`src/rtl/aurora_word_aligner.sv`:
```
`default_nettype none
// ============================================================================
// Module   : aurora_word_aligner
// Brief    : Comma-based 10-bit word aligner ahead of the per-lane 8b10b decoder.
// Revision : 1.0 - initial release
// ============================================================================
module aurora_word_aligner #(
    parameter int LOCK_COUNT = 3,
    parameter int ERR_LIMIT  = 4
) (
    input  logic       clk,
    input  logic       rst,
    input  logic [9:0] rx_data,
    input  logic       rx_valid,
    output logic [9:0] aligned_data,
    output logic       aligned_valid,
    output logic       aligned_comma,
    output logic       locked,
    output logic [3:0] offset
);

    localparam logic [1:0] c_ST_HUNT   = 2'd0;
    localparam logic [1:0] c_ST_CHECK  = 2'd1;
    localparam logic [1:0] c_ST_LOCKED = 2'd2;

    localparam logic [9:0] c_COMMA_NEG  = 10'b0011111010;
    localparam logic [9:0] c_COMMA_POS  = 10'b1100000101;
    localparam logic [3:0] c_LOCK_COUNT = 4'(LOCK_COUNT);
    localparam logic [3:0] c_ERR_LIMIT  = 4'(ERR_LIMIT);

    logic [1:0]  r_state, w_state_nxt;
    logic [9:0]  r_prev;
    logic        r_prev_ok;
    logic [3:0]  r_cnt, w_cnt_nxt, w_cnt_inc;
    logic [3:0]  r_err, w_err_nxt, w_err_inc;
    logic [3:0]  r_offset, w_offset_nxt;

    logic [19:0] w_window;
    logic [9:0]  w_cand [10];
    logic [9:0]  w_match;
    logic        w_det_en;
    logic        w_any;
    logic [3:0]  w_first_k;
    logic        w_at_offset;
    logic        w_out_valid;
    logic [9:0]  w_out_data;
    logic        w_out_comma;

    assign w_window = {r_prev, rx_data};
    assign w_det_en = rx_valid & r_prev_ok;

    generate
        for (genvar gk = 0; gk < 10; gk++) begin : g_cand
            assign w_cand[gk]  = w_window[19-gk -: 10];
            assign w_match[gk] = w_det_en &&
                                 ((w_cand[gk] == c_COMMA_NEG) || (w_cand[gk] == c_COMMA_POS));
        end
    endgenerate

    // Lowest matching offset wins: scan downwards so the last hit is the smallest k.
    always_comb begin
        w_any     = 1'b0;
        w_first_k = 4'd0;
        for (int k = 9; k >= 0; k--) begin
            if (w_match[k]) begin
                w_any     = 1'b1;
                w_first_k = 4'(k);
            end
        end
    end

    assign w_at_offset = w_match[r_offset];
    assign w_cnt_inc   = (r_cnt == 4'hF) ? r_cnt : r_cnt + 4'd1;
    assign w_err_inc   = (r_err == 4'hF) ? r_err : r_err + 4'd1;

    always_ff @(posedge clk) begin
        if (rst) begin
            r_state   <= c_ST_HUNT;
            r_prev    <= 10'd0;
            r_prev_ok <= 1'b0;
            r_cnt     <= 4'd0;
            r_err     <= 4'd0;
            r_offset  <= 4'd0;
        end else if (rx_valid) begin
            r_state   <= w_state_nxt;
            r_prev    <= rx_data;
            r_prev_ok <= 1'b1;
            r_cnt     <= w_cnt_nxt;
            r_err     <= w_err_nxt;
            r_offset  <= w_offset_nxt;
        end
    end

    always_comb begin
        w_state_nxt  = r_state;
        w_cnt_nxt    = r_cnt;
        w_err_nxt    = r_err;
        w_offset_nxt = r_offset;
        case (r_state)
            c_ST_HUNT: begin
                if (w_any) begin
                    w_offset_nxt = w_first_k;
                    w_cnt_nxt    = 4'd1;
                    w_state_nxt  = (c_LOCK_COUNT == 4'd1) ? c_ST_LOCKED : c_ST_CHECK;
                end
            end
            c_ST_CHECK: begin
                if (w_at_offset) begin
                    w_cnt_nxt = w_cnt_inc;
                    if (w_cnt_inc == c_LOCK_COUNT) begin
                        w_state_nxt = c_ST_LOCKED;
                    end
                end else if (w_any) begin
                    w_offset_nxt = w_first_k;
                    w_cnt_nxt    = 4'd1;
                end
            end
            c_ST_LOCKED: begin
                if (w_at_offset) begin
                    w_err_nxt = 4'd0;
                end else if (w_any) begin
                    w_err_nxt = w_err_inc;
                    if (w_err_inc == c_ERR_LIMIT) begin
                        w_state_nxt = c_ST_HUNT;
                        w_cnt_nxt   = 4'd0;
                        w_err_nxt   = 4'd0;
                    end
                end
            end
            default: w_state_nxt = c_ST_HUNT;
        endcase
    end

    // The word seen on the cycle that leaves LOCKED is still emitted, since output keys off the current state.
    always_comb begin
        w_out_valid = rx_valid && (r_state == c_ST_LOCKED);
        w_out_data  = w_cand[r_offset];
        w_out_comma = w_match[r_offset];
        locked      = (r_state == c_ST_LOCKED);
    end

    always_ff @(posedge clk) begin
        if (rst) begin
            aligned_data  <= 10'd0;
            aligned_valid <= 1'b0;
            aligned_comma <= 1'b0;
        end else begin
            aligned_valid <= w_out_valid;
            aligned_comma <= w_out_valid & w_out_comma;
            if (w_out_valid) begin
                aligned_data <= w_out_data;
            end
        end
    end

    assign offset = r_offset;

endmodule
`default_nettype wire

```
`config.mk`:
```
export PLATFORM = sky130hd
export DESIGN_NAME = aurora_word_aligner
export DESIGN_NICKNAME = d
export VERILOG_FILES = /design/src/rtl/aurora_word_aligner.sv
export SDC_FILE = /design/constraint.sdc
export NUM_CORES = 1
export LEC_CHECK = 0
export ABC_AREA = 1
export BUFFER_PORTS_ARGS = -buffer_cell sky130_fd_sc_hd__clkbuf_2
export CORE_ASPECT_RATIO = 0.8
export CORE_MARGIN = 4
export CORE_UTILIZATION = 60
export CTS_CLUSTER_DIAMETER = 120
export DETAILED_ROUTE_END_ITERATION = 8
export PLACE_DENSITY = 0.92
export SLEW_MARGIN = 25
export SYNTH_ARGS = -nofsm -noshare
export SYNTH_HDL_FRONTEND = slang
export SYNTH_SLANG_ARGS = --single-unit
```
`constraint.sdc`:
```
create_clock -name clk -period 2.5 [get_ports clk]
set_input_delay 0.25 -clock clk [delete_from_list [all_inputs] [get_ports clk]]
set_output_delay 0.25 -clock clk [all_outputs]
set_load 0.005 [all_outputs]
```
# Word level (Yosys, flattened, before mapping)
# Cells that the tools add are included.
# totals
ff_bits,37
inputBits,13
out_inout_bits,17
wordCells,124
# classes
add_sub_neg,2
order_cmp,2
n_eq_ne,33
muxes,46
bitwise_logic,3
reduce_logical,29
# ops
op,n
10-bit == test (second input constant),10
10-bit by 8-bit == test with 1-bit output (second input constant),10
4-bit two-way mux,22
10-bit binary-select mux with 4-bit select,1
10-bit two-way mux,2
2-bit two-way mux,6
4-bit one-hot mux with 3 select lines,1
1-bit logical AND,11
1-bit two-way mux,11
1-bit logical OR,10
2-bit inequality test (second input constant),5
4-bit by 1-bit adder with 4-bit output (second input constant),2
4-bit == test (second input constant),2
4-bit one-hot mux with 2 select lines,1
7-bit AND reduction,1
2-bit one-hot mux with 3 select lines,1
3-bit AND reduction,2
5-bit >= comparator (second input constant),1
4-bit by 5-bit < comparator with 1-bit output (second input constant),1
4-bit NOT with 5-bit output,1
5-bit AND reduction,1
1-bit binary-select mux with 4-bit select,1
4-bit by 2-bit == test with 1-bit output (second input constant),1
4-bit by 3-bit == test with 1-bit output (second input constant),1
7 further kinds,10

# Logic depth before layout (Yosys ltp)
# depth
ltp_word,16
ltp_mapped,18
depth_no_buf,17

# Worst setup path after synthesis
# OpenSTA, ideal clock, no wires.
# synth_path
path_kind,reg2reg
startpoint,register r_err[0]
endpoint,register r_cnt[0]
setup_time_ps,116
t_arrival_ps,1780
t_required_ps,2384
slack_ps,604
stages_incl_launch_ff,11
path_buffers,0
period_less_slack_ps,1896
cell_sequence,dfxtp_1 > ha_1 > nand2_1 > nor2_1 > mux2_2 > nor2_1 > nand2_1 > a21oi_1 > nand2_2 > o21ai_0 > nor2_1
# synth_via
elab_chain_len,5
elab_cells_between_ends,6
cone_classes,add/sub: 1; eq/ne: 3; mux: 1; reduce/logical: 1
# synth_rtl
item,line,text
start: declaration,35,"logic [3:0] r_err, w_err_nxt, w_err_inc;"
start signal: assignment,89,r_err <= w_err_nxt;
4-bit by 1-bit adder with 4-bit output or 4-bit == test (tied branches),74,assign w_err_inc = (r_err == 4'hF) ? r_err : r_err + 4'd1;
4-bit two-way mux *,74,
4-bit by 3-bit == test with 1-bit output *,123,if (w_err_inc == c_ERR_LIMIT) begin
2-bit by 1-bit inequality test with 1-bit output (no source line) *,n/a,
5-bit AND reduction (no source line) *,n/a,
end signal: assignment,88,r_cnt <= w_cnt_nxt;
end: declaration,34,"logic [3:0] r_cnt, w_cnt_nxt, w_cnt_inc;"
# Every way passes the cells marked *; elsewhere a longest branch is shown, timed or not.
# A chain may end at the register's enable or synchronous reset.

# Final worst setup path
# layout_path
startpoint,register r_prev[1]
endpoint,register r_cnt[0]
# layout_via
elab_chain_len,15
elab_cells_between_ends,53
cone_classes,eq/ne: 20; mux: 14; reduce/logical: 19
# layout_rtl
item,line,text
start: declaration,32,logic [9:0] r_prev;
start signal: assignment,86,r_prev <= rx_data;
10-bit by 8-bit == test with 1-bit output or 10-bit == test (tied branches),56,((w_cand[gk] == c_COMMA_NEG) || (w_cand[gk] == c_COMMA_POS));
1-bit logical OR,56,
1-bit logical AND,55,assign w_match[gk] = w_det_en &&
1-bit two-way mux (9 in a row),65,if (w_match[k]) begin
4-bit two-way mux,n/a,
4-bit two-way mux,108,if (w_at_offset) begin
4-bit one-hot mux with 3 select lines,99,case (r_state)
# Parallel ways exist; a longest one is shown, timed or not. The select of a mux whose other input is x is not followed.

==> out/results.tsv <==
metric	value	unit
mostFrequentLayoutCell	nand2_1	
fin_crit	2.30	ns
async_flop_share	0	%
hold_path_end	r_prev_ok	
die_h	72.6	µm
synth_top_flop_cell	dfxtp_1	
yosys_warnings	0	
drc	0	
place_congestion	1.15	
rsz0062_at_grt	no	
dieArea	6440	µm²
dp_hpwl	7140	µm
ff2ff_path_depth	13	
cts-root-buf	clkbuf_8	
register_area	741	µm²
place_ws	0.319	ns
clock_skew	0.0131	ns
min_path_type	in -> reg	
synth_edf_count	0	
io_buffers	29	
drt_iter0_drc	520	
syn_inst	554	
r2r_start	r_prev[1]	
vias	3809	
cp-start-kind	flip-flop	
tightest_slew	0.613	ns
first_pass_iters	6	
numClockSinks	37	
diodes	0	
status	finished, final reports clean	
routed_via_density	5.96	
fill_cells	462	
cp-end-kind	flip-flop	
min_from	rst	
setup_viol	0	
grt_pass1_vias	3569	
synthesis.area	3130	µm²
dpl_cell_area	3300	µm²
clockBufferDepth	2	
die_w	88.7	µm
fmax	0.435	GHz
fin_ws	0.203	ns
post_cts_buffers	0	
layout-drive-gt1-share	12.0	%
stdcell_area	3410	µm²
powerDensity	453	nW/µm²
fin_tns_setup	0	ns
initial_core_util	62.1	%
nNetsFinal	595	
max_cap_viol_count	0	
clock_latency	0.30	ns
ys_types	37	
min_path_cells	2	
grt_start_max_net_pins	40	
crit_required	2.69	ns
synth_area_per_cell	5.64	µm²
coreArea	5040	µm²
clkTransAtPathRegs	0.08	ns
fin_util	67.8	%
grt_pass1_wl	16200	µm
cts_made_buffers	5	
cts_tree	yes	
fp-row-count	23	
grt_usage	31.7	%
hold_viol_final	0	
fin_crit_sh	91.9	%
ctsResizeCount	0	
synth_seq_area_share	23.7	%
holdBufCountCts	0	
p_leak	1.66	nW
routed_wirelength	9600	µm
htreeDepth	2	
crit_type	reg -> reg	
cp_max_fo	11	
wl_per_cell	15.0	µm
r2r_slack	0.20	ns
io_pins	30	
slew_headroom	58.7	%
max-vdd-ir-drop	0.325	mV
most-common-layout-cells	nand2_1 (157), nor2_1 (71), o21ai_0 (61), inv_1 (48), nand3_1 (45)	
r2r_end	r_cnt[0]	
ant_nets	0	
synthesis.nets	573	
finalMaxSlewViolations	0	
multi_input_area	2060	µm²
worstPathArrival	2.49	ns
overflow	0	
ys_seq_elements	37	
area_growth	9.25	%
antenna_found_initial	0	
-- cell families after synthesis --
logic type               after synthesis  synth area share [%]
flip-flops                            37                  23.7
AO/OA/AOI/OAI                        117                  19.7
XOR/XNOR                               2                 0.561
buffers and inverters                 80                  10.4
adder cells (fa/ha/maj)                6                  2.40
AND/OR/NAND/NOR                      310                  42.6
multiplexers                           2                 0.681
-- flip-flops by register name, summed over array words and instances (netlist names) --
register       cells
aligned_data      10
r_prev            10
r_cnt              4
r_prev_ok          1
r_err              4
aligned_comma      1
offset             4
r_state            2
aligned_valid      1
-- how the worst max path moves through the flow --
stage                          start    endpoint  slack, ns
after floorplan             r_err[0]    r_cnt[0]       0.60
after global placement    rx_data[8]   offset[2]       0.36
after detailed placement   r_prev[1]   offset[2]       0.32
after CTS                   r_err[0]  r_state[0]       0.25
after global routing       r_prev[1]   offset[3]       0.02
final                      r_prev[1]    r_cnt[0]       0.20
-- cell type report --
cell class	instances	share of cell area (%)
tap	62	2.27
timing repair buffer	36	5.79
inverter	59	6.49
sequential	37	21.7
clock buffer	7	2.53
clock inverter	1	0.879
multi-input combinational	437	60.4
-- power by group --
part           switching (mW)  leakage (nW)  internal (mW)
clock                   0.214        0.0585          0.325
combinational           0.241          1.30          0.108
sequential             0.0369         0.302          0.620
total                   0.492          1.66           1.05
-- Yosys cell counts, types with 4 or more instances --
| library cell | count | area [µm²] |
|---|---|---|
| nand2_1 | 157 | 589 |
| nor2_1 | 71 | 267 |
| o21ai_0 | 61 | 305 |
| inv_1 | 48 | 180 |
| nand3_1 | 45 | 225 |
| a21oi_1 | 43 | 215 |
| dfxtp_1 | 37 | 741 |
| clkbuf_1 | 14 | 52.6 |
| inv_2 | 8 | 30.0 |
| nand4_1 | 8 | 50.1 |
| nor3_1 | 7 | 35.0 |
| ha_1 | 6 | 75.1 |
| a31oi_1 | 5 | 31.3 |
| nor2_2 | 5 | 31.3 |
| a211oi_1 | 4 | 30.0 |
| nand2_2 | 4 | 25.0 |
-- metal layers --
metal  up-vias  part of all wire (%)  track usage (%)
met5         -                     0                0
met4         0                   2.1             10.2
met3        27                    10             8.74
met2       230                    47             51.1
met1      1706                    41             40.9
li1       1846                     -                -
-- per-stage QoR --
step                      hold slack [ns]  power, mW  cells
after floorplan                     0.322      0.898    554
after global placement              0.447      0.986    631
after detailed placement            0.464      0.998    631
after CTS                           0.233       1.53    639
after global routing                0.254       1.61    639
final                               0.235       1.55    639
-- worst max-delay path, cell delays in order, from the launching register on --
cell and delay, ns:
dfxtp_1 0.54, nand2_1 0.21, nor2_1 0.15, nand3_1 0.11, nand2_1 0.09, nand2_1 0.08
nand2_1 0.10, nor2_2 0.05, nand4_2 0.21, nand3_1 0.13, nand2_2 0.12, nand2_2 0.10
o21ai_0 0.22, nor2_1 0.07
(Power assumes the default switching activity.)
